`src/rtl/boot_loader_if.sv`:
```
// boot_loader_if - byte-stream valid/ready handshake into the boot loader.
// The byte source drives in_valid/in_data as master; the loader drives in_ready as slave.
interface boot_loader_if;
    logic       in_valid;
    logic [7:0] in_data;
    logic       in_ready;

    modport master (output in_valid, output in_data, input in_ready);
    modport slave  (input in_valid, input in_data, output in_ready);
endinterface

```
`src/rtl/boot_loader.sv`:
```
// boot_loader - loads a boot image from a byte stream into instruction memory.
// Stream: count_lo, count_hi (word count N), then 4*N bytes, words little-endian.
// The CPU reset is held until the image has been written; it is released one
// cycle after done rises. Words beyond 2^ADDR_W are consumed but not written
// and end the load in ERROR. ADDR_W must not exceed 16.
// Optional feature: define BOOT_CHECKSUM_EN to require a trailing XOR checksum
// byte over all data bytes (seed 0x00); a mismatch ends the load in ERROR.
module boot_loader #(
    parameter int unsigned ADDR_W = 8
) (
    input  logic              clk,
    input  logic              reset,
    boot_loader_if.slave      stream,
    input  logic              restart,
    output logic              imem_we,
    output logic [ADDR_W-1:0] imem_addr,
    output logic [31:0]       imem_wdata,
    output logic              cpu_reset,
    output logic              done,
    output logic              err
);

`ifdef BOOT_CHECKSUM_EN
    typedef enum logic [2:0] {S_HDR_LO, S_HDR_HI, S_DATA, S_CSUM, S_DONE, S_ERROR} state_t;
`else
    typedef enum logic [2:0] {S_HDR_LO, S_HDR_HI, S_DATA, S_DONE, S_ERROR} state_t;
`endif

    state_t      state_q, state_d;
    logic [15:0] count_q;
    logic [15:0] word_idx_q;
    logic [1:0]  byte_cnt_q;
    logic [23:0] asm_q;
    logic        ovf_q;
`ifdef BOOT_CHECKSUM_EN
    logic [7:0]  csum_q;
`endif

    logic fire;
    logic take_restart;
    logic last_byte;
    logic last_word;
    logic word_ovf;

    assign stream.in_ready = (state_q != S_DONE) && (state_q != S_ERROR);
    assign fire            = stream.in_valid && stream.in_ready;
    assign take_restart    = restart && ((state_q == S_DONE) || (state_q == S_ERROR));
    assign last_byte       = (byte_cnt_q == 2'd3);
    assign last_word       = (word_idx_q == count_q - 16'd1);
    assign word_ovf        = (word_idx_q >> ADDR_W) != '0;
    assign done            = (state_q == S_DONE);
    assign err             = (state_q == S_ERROR);

    // State register.
    always_ff @(posedge clk or negedge reset) begin
        if (!reset) state_q <= S_HDR_LO;
        else        state_q <= state_d;
    end

    // Next-state decode: header, data words, optional checksum, then terminal states.
    always_comb begin
        state_d = state_q;
        case (state_q)
            S_HDR_LO: if (fire) state_d = S_HDR_HI;
            S_HDR_HI: begin
                if (fire) begin
                    if ({stream.in_data, count_q[7:0]} == 16'd0) begin
`ifdef BOOT_CHECKSUM_EN
                        state_d = S_CSUM;
`else
                        state_d = S_DONE;
`endif
                    end else begin
                        state_d = S_DATA;
                    end
                end
            end
            S_DATA: begin
                if (fire && last_byte && last_word) begin
`ifdef BOOT_CHECKSUM_EN
                    state_d = S_CSUM;
`else
                    state_d = (ovf_q || word_ovf) ? S_ERROR : S_DONE;
`endif
                end
            end
`ifdef BOOT_CHECKSUM_EN
            S_CSUM: begin
                if (fire) state_d = (ovf_q || (stream.in_data != csum_q)) ? S_ERROR : S_DONE;
            end
`endif
            S_DONE:  if (restart) state_d = S_HDR_LO;
            S_ERROR: if (restart) state_d = S_HDR_LO;
            default: state_d = S_HDR_LO;
        endcase
    end

    // Datapath: header capture, word assembly, memory write strobe, overflow flag.
    always_ff @(posedge clk or negedge reset) begin
        if (!reset) begin
            count_q    <= '0;
            word_idx_q <= '0;
            byte_cnt_q <= '0;
            asm_q      <= '0;
            ovf_q      <= 1'b0;
            imem_we    <= 1'b0;
            imem_addr  <= '0;
            imem_wdata <= '0;
`ifdef BOOT_CHECKSUM_EN
            csum_q     <= '0;
`endif
        end else begin
            imem_we <= 1'b0;
            if (take_restart) begin
                word_idx_q <= '0;
                byte_cnt_q <= '0;
                ovf_q      <= 1'b0;
`ifdef BOOT_CHECKSUM_EN
                csum_q     <= '0;
`endif
            end else if (fire) begin
                case (state_q)
                    S_HDR_LO: count_q[7:0]  <= stream.in_data;
                    S_HDR_HI: count_q[15:8] <= stream.in_data;
                    S_DATA: begin
                        byte_cnt_q <= byte_cnt_q + 2'd1;
                        asm_q      <= {stream.in_data, asm_q[23:8]};
`ifdef BOOT_CHECKSUM_EN
                        csum_q     <= csum_q ^ stream.in_data;
`endif
                        if (last_byte) begin
                            if (word_ovf) begin
                                ovf_q <= 1'b1;
                            end else begin
                                imem_we    <= 1'b1;
                                imem_addr  <= word_idx_q[ADDR_W-1:0];
                                imem_wdata <= {stream.in_data, asm_q};
                            end
                            word_idx_q <= word_idx_q + 16'd1;
                        end
                    end
                    default: ;
                endcase
            end
        end
    end

    // CPU reset: released only after a full cycle in DONE, reasserted on restart.
    always_ff @(posedge clk or negedge reset) begin
        if (!reset) cpu_reset <= 1'b1;
        else        cpu_reset <= !((state_q == S_DONE) && !restart);
    end

endmodule

```
`src/flat_wrapper.sv`:
```
// flat-port wrapper written by rule: the top's interface ports become plain ports
module boot_loader_flat 
#(
    parameter int unsigned ADDR_W = 8
)
  (clk, reset, restart, imem_we, imem_addr, imem_wdata, cpu_reset, done, err, stream_in_valid, stream_in_data, stream_in_ready);
  boot_loader_if stream_i ();
  input  logic clk;
  input  logic reset;
  input  logic restart;
  output logic imem_we;
  output logic [ADDR_W-1:0] imem_addr;
  output logic [31:0] imem_wdata;
  output logic cpu_reset;
  output logic done;
  output logic err;
  input wire logic [$bits(stream_i.in_valid)-1:0] stream_in_valid;
  input wire logic [$bits(stream_i.in_data)-1:0] stream_in_data;
  output wire logic [$bits(stream_i.in_ready)-1:0] stream_in_ready;
  assign stream_i.in_valid = stream_in_valid;
  assign stream_i.in_data = stream_in_data;
  assign stream_in_ready = stream_i.in_ready;
  boot_loader #(.ADDR_W(ADDR_W)) u_core (.clk(clk), .reset(reset), .stream(stream_i), .restart(restart), .imem_we(imem_we), .imem_addr(imem_addr), .imem_wdata(imem_wdata), .cpu_reset(cpu_reset), .done(done), .err(err));
endmodule
```
`config.mk`:
```
export PLATFORM = sky130hd
export DESIGN_NAME = boot_loader_flat
export DESIGN_NICKNAME = d
export VERILOG_FILES = /design/src/rtl/boot_loader_if.sv /design/src/rtl/boot_loader.sv /design/src/flat_wrapper.sv
export SDC_FILE = /design/constraint.sdc
export NUM_CORES = 1
export LEC_CHECK = 0
export ABC_CLOCK_PERIOD_IN_PS = 2500
export CORE_UTILIZATION = 35
export DETAILED_ROUTE_END_ITERATION = 12
export HOLD_SLACK_MARGIN = 0.05
export PLACE_DENSITY_LB_ADDON = 0.3
export SETUP_SLACK_MARGIN = 0.1
export SLEW_MARGIN = 20
export SYNTH_ARGS = -nofsm -noshare
export SYNTH_HDL_FRONTEND = slang
export SYNTH_SLANG_ARGS = --single-unit
```
`constraint.sdc`:
```
create_clock -name clk -period 2.5 [get_ports clk]
set_input_delay 0.75 -clock clk [delete_from_list [all_inputs] [get_ports clk]]
set_output_delay 0.75 -clock clk [all_outputs]
set_load 0.05 [all_outputs]
```
Word level (Yosys, flattened, before mapping)
Cells that the tools add are included.
{"block": "totals", "regBits": 104, "out_inout_bits": 45}
{"block": "classes", "add_sub_neg": 3, "n_eq_ne": 12, "n_mux": 24, "n_bitwise": 2, "n_reduce_logical": 26}
{"cell": "16-bit two-way mux", "n": 4}
{"cell": "16-bit by 1-bit adder with 16-bit output (second input constant)", "n": 1}
{"cell": "16-bit equality test", "n": 1}
{"cell": "16-bit logical NOT", "n": 1}
{"cell": "16-bit nonzero test", "n": 1}
{"cell": "16-bit by 1-bit subtractor with 16-bit output (second input constant)", "n": 1}
{"cell": "3-bit two-way mux", "n": 5}
{"cell": "3-bit one-hot mux with 4 select lines", "n": 1}
{"cell": "3-bit AND reduction", "n": 4}
{"cell": "1-bit two-way mux", "n": 11}
{"cell": "2-bit by 1-bit != test with 1-bit output (second input constant)", "n": 4}
{"cell": "4-bit AND reduction", "n": 2}
{"cell": "2-bit nonzero test", "n": 4}
{"cell": "3-bit by 2-bit equality test with 1-bit output (second input constant)", "n": 2}
{"cell": "1-bit logical AND", "n": 6}
{"cell": "2-bit two-way mux", "n": 3}
{"cell": "5-bit AND reduction", "n": 1}
{"cell": "3-bit by 1-bit equality test with 1-bit output (second input constant)", "n": 1}
{"cell": "3-bit equality test (second input constant)", "n": 1}
{"cell": "3-bit logical NOT", "n": 1}
{"cell": "3-bit by 2-bit != test with 1-bit output (second input constant)", "n": 1}
{"cell": "3-bit != test (second input constant)", "n": 1}
{"cell": "2-bit by 1-bit adder with 2-bit output (second input constant)", "n": 1}
{"cell": "2-bit equality test (second input constant)", "n": 1}
{"cell": "5 further kinds", "n": 8}

Depth between registers and ports, before layout
{"block": "depth", "word_depth": 7, "ltp_mapped": 10, "depth_no_buf": 8}

Worst setup path before layout
OpenSTA, ideal clock, no wires.
{"block": "synth_timing", "kind": "register to output", "from": "reg u_core.state_q[1]", "to": "out stream_in_ready", "t_arrival_ps": 2482, "slack_ps": -732, "path_stages_with_launch": 4, "path_buffers": 1, "cell_sequence": "dfrtp_1 buf_6 nor3b_1 nor2_1"}
{"block": "synth_via", "elab_chain_cells": 2, "elab_cells_between_ends": 3, "cone_classes": "eq/ne (2); reduce/logical (1)"}
{"item": "start: declaration", "line": "boot_loader.sv:29", "source": "state_t state_q, state_d;"}
{"item": "start signal: assignment", "line": "boot_loader.sv:57", "source": "else state_q <= state_d;"}
{"item": "3-bit by 2-bit != test with 1-bit output / 3-bit != test (equally long branches)", "line": "boot_loader.sv:45", "source": "assign stream.in_ready = (state_q != S_DONE) && (state_q != S_ERROR);"}
{"item": "1-bit logical AND *", "line": "boot_loader.sv:45"}
{"item": "end: declaration", "line": "flat_wrapper.sv:19", "source": "output wire logic [$bits(stream_i.in_ready)-1:0] stream_in_ready;"}
Every way passes the cells marked *; elsewhere a longest branch is shown, timed or not.

Final worst setup path
{"block": "layout_timing", "from": "reg u_core.count_q[4]", "to": "reg u_core.state_q[0]"}
{"block": "layout_via", "elab_chain_cells": 5, "elab_cells_between_ends": 9, "cone_classes": "add/sub (1); eq/ne (2); mux (3); reduce/logical (3)"}
{"item": "start: declaration", "line": "boot_loader.sv:30", "source": "logic [15:0] count_q;"}
{"item": "start signal: assignment", "line": "boot_loader.sv:123", "source": "S_HDR_LO: count_q[7:0] <= stream.in_data;"}
{"item": "16-bit by 1-bit subtractor with 16-bit output", "line": "boot_loader.sv:49", "source": "assign last_word = (word_idx_q == count_q - 16'd1);"}
{"item": "16-bit equality test", "line": "boot_loader.sv:49"}
{"item": "1-bit logical AND", "line": "boot_loader.sv:79", "source": "if (fire && last_byte && last_word) begin"}
{"item": "2-bit by 1-bit != test with 1-bit output (no source line)"}
{"item": "4-bit AND reduction (no source line)"}
Parallel ways exist; a longest one is shown, timed or not. The select of a mux whose other input is x is not followed.
A chain may end at the register's enable or synchronous reset.

==> impl_metrics.py <==
metrics = {
    "status": {
        "status": "finished clean",
    },
    "timing": {
        "min_period_over_period": 0.933,
        "drv_slew": 0,
        "fin_hold_ws_ns": 0.373,
        "final.min_clock_period_ns": 2.33,
        "setup_slack_ns": 0.168,
        "slew_headroom": 0.610,
        "finClkSkew_ns": 0.0135,
        "final-hold-violation-count": 0,
        "timing.fmax_ghz": 0.429,
        "fin_setup_tns_ns": 0,
        "finalSetupViolCount": 0,
        "worst_pin_slew_ns": 0.579,
        "rsz0062_at_grt": "yes",
    },
    "final_layout": {
        "drive_above_1_share": 0.276,
        "fin_nets": 546,
        "antennaDiodeCount": 0,
        "fin_area_mm2": 0.00643,
        "syn2layout_area_growth_pct": 30.2,
    },
    "setup_path": {
        "cp-start-kind": "flop",
        "r2r_start": "u_core.count_q[4]",
        "required_ns": 2.74,
        "crit_slowest_cell": "or4_4",
        "cp_max_fo": 5,
        "cp_top_family": "simple AND/OR/NAND/NOR gates",
        "crit_start": "u_core.count_q[4]",
        "slowest_delay_ns": 0.60,
        "cp.arrival_ns": 2.57,
        "path_class": "reg -> reg",
        "path_depth": 6,
        "reg2reg_depth": 6,
        "crit_chain": "or4_4, nor4_4, mux2_4, a22o_2, o2111ai_4, o21ai_1",
        "worst-path-buf-inv": 0,
        "endpoint_kind": "flop",
    },
    "place": {
        "portBuffers": 56,
        "hpwl_um": 8430,
        "dpl-instance-area_mm2": 0.00601,
        "gp_congestion": 0.876,
        "pre_cts_slack_ns": -0.358,
    },
    "die": {
        "dieArea_mm2": 0.0146,
        "dieWidth_um": 121,
        "initial_core_util": 0.357,
        "num_rows": 43,
        "ios": 57,
        "die_h_um": 121,
        "core_mm2": 0.0138,
    },
    "yosys": {
        "yosysMostFrequentCell": "dfrtp_1",
        "yosys-top-cells-count": "103 x dfrtp_1, 88 x nand2_1, 56 x mux2_2",
        "seq_area_frac_synth": 0.528,
        "ys_async_sr_fraction": 1.00,
        "yosysWarnings": 0,
        "synth_largest_area_cell": "dfrtp_1",
        "yosys.area.top_type_share": 0.522,
        "syn_nets": 457,
        "synthTopCellsByArea": "dfrtp_1 52%, mux2_2 13%, nand2_1 6.7%",
        "syn_inst": 442,
        "synth_seq_cells": 104,
        "synthesis.area_mm2": 0.00494,
        "synth.avg_cell_area_um2": 11.2,
        "synth_cell_types": 67,
        "synth_flop_cell": "dfrtp_1",
        "synth_edf_count": 0,
    },
    "route": {
        "drt-total-wl_um": 11500,
        "drc_errors": 0,
        "avgRoutedWirePerCell_um": 16.1,
        "drt_first_pass_iters": 4,
        "vias": 3601,
        "drt_iter0_markers": 239,
        "viasPerCell": 5.03,
        "ant_nets": 0,
    },
    "clocking": {
        "cts_buffers": 9,
        "cts_hold_buf": 0,
        "cts_buffer_depth": 2,
        "clockRootBuffer": "clkbuf_16",
        "cts.sink_count": 104,
        "h-tree-depth": 3,
        "clk_pin_slew_worst_paths_ns": 0.07,
        "clock_latency_ns": 0.37,
        "tritoncts": "done",
    },
    "power_and_ir_drop": {
        "power.density_mw_per_mm2": 1230,
        "ir_worst_vdd_uv": 647,
        "total_leakage_power_nw": 2.91,
    },
    "global_routing": {
        "grt_pass1_vias": 3659,
        "grtUsageTotal": 0.169,
        "grt_max_degree": 42,
        "grt_pass1_wl_um": 19000,
        "antenna_found_initial": 0,
        "overflow": 0,
    },
    "run": {
        "maxCapViolCount": 0,
    },
    "worst_hold_path": {
        "hold_class": "in -> async",
    },
}
==> metrics by stage <==
stage / utilization / instances / power, mW
detailed placement: 0.434 / 698 / 6.33
finish: 0.465 / 716 / 7.92
global route: 0.465 / 716 / 8.38
global placement: 0.434 / 698 / 6.24
CTS: 0.459 / 715 / 7.89
floorplan: - / 442 / 5.16
==> sequential cells by signal, indices dropped and copies added (netlist names) <==
register / flops
u_core.imem_we: 1
u_core.imem_wdata: 32
u_core.asm_q: 24
u_core.count_q: 16
u_core.byte_cnt_q: 2
u_core.cpu_reset: 1
u_core.state_q: 3
u_core.imem_addr: 8
u_core.word_idx_q: 16
u_core.ovf_q: 1
==> cells in the final DEF, fill, tap and decap left out, drive strengths merged, types with 2 or more instances in the layout <==
cell           count
a2111oi            2
a211o              3
a21oi              2
a22o               2
a31oi              2
and2               2
and2b              2
and3               6
and3b              2
and4               3
buf               47
clkbuf            10
clkdlybuf4s50     50
clkinv             2
dfrtp            103
ha                 3
inv               11
mux2              57
mux2i              2
nand2             88
nand2b             6
nand3              6
nand3b             2
nand4              5
nor2              26
nor3               7
nor3b              2
nor4               8
nor4b              2
o21ai             10
o22ai              2
or2b               2
or3                2
or4                4
xnor2             13
xor2              17
==> path summary, 6_finish.rpt <==
kind / end / slack [ns]
min in group clk: u_core.imem_wdata[5] / 0.47
worst max-delay path: u_core.state_q[0] / 0.17
worst min register to register: u_core.imem_wdata[5] / 0.47
worst min-delay path: u_core.asm_q[1] / 0.37
max in group asynchronous: u_core.asm_q[22] / 1.47
worst max register to register: u_core.state_q[0] / 0.17
==> timing repair <==
item | CTS | global route
pin swaps | 1 | 4
gates resized for setup | 6 | 16
setup buffers | 1 | 1
endpoints found under the setup margin | 6 | 41
==> where the power goes <==
part           internal (mW)  switching, mW  leakage [nW]
logic                   1.61           2.03          1.44
clock network          0.805          0.685         0.154
registers               2.31          0.481          1.32
==> metal layers <==
| layer | wire, um | part of all wire | GRT usage |
|---|---|---|---|
| met5 | 0 | 0 | 0 |
| met4 | 110 | 0.0096 | 0.0594 |
| met3 | 457 | 0.040 | 0.0377 |
| met2 | 5430 | 0.47 | 0.260 |
| met1 | 5500 | 0.48 | 0.234 |
==> cell families (layout without fill, tap and decap cells) <==
| family | Yosys count | after routing | synth area share |
|---|---|---|---|
| AND/OR/NAND/NOR | 179 | 179 | 0.182 |
| AO/OA/AOI/OAI | 37 | 37 | 0.0565 |
| flip-flops | 104 | 104 | 0.528 |
| multiplexers | 59 | 59 | 0.134 |
| XOR/XNOR | 31 | 31 | 0.0578 |
| buffers and inverters | 29 | 123 | 0.0345 |
| adder cells (fa/ha/maj) | 3 | 3 | 0.00761 |
==> final cells by class <==
class | count | area [um^2]
Tap cell | 180 | 225
Inverter | 8 | 30.0
Clock buffer | 10 | 229
Clock inverter | 6 | 86.3
Timing Repair Buffer | 99 | 975
Sequential cell | 104 | 2610
Multi-Input combinational cell | 309 | 2280
Fill cell | 1282 | 7400
(Power assumes the default switching activity.)
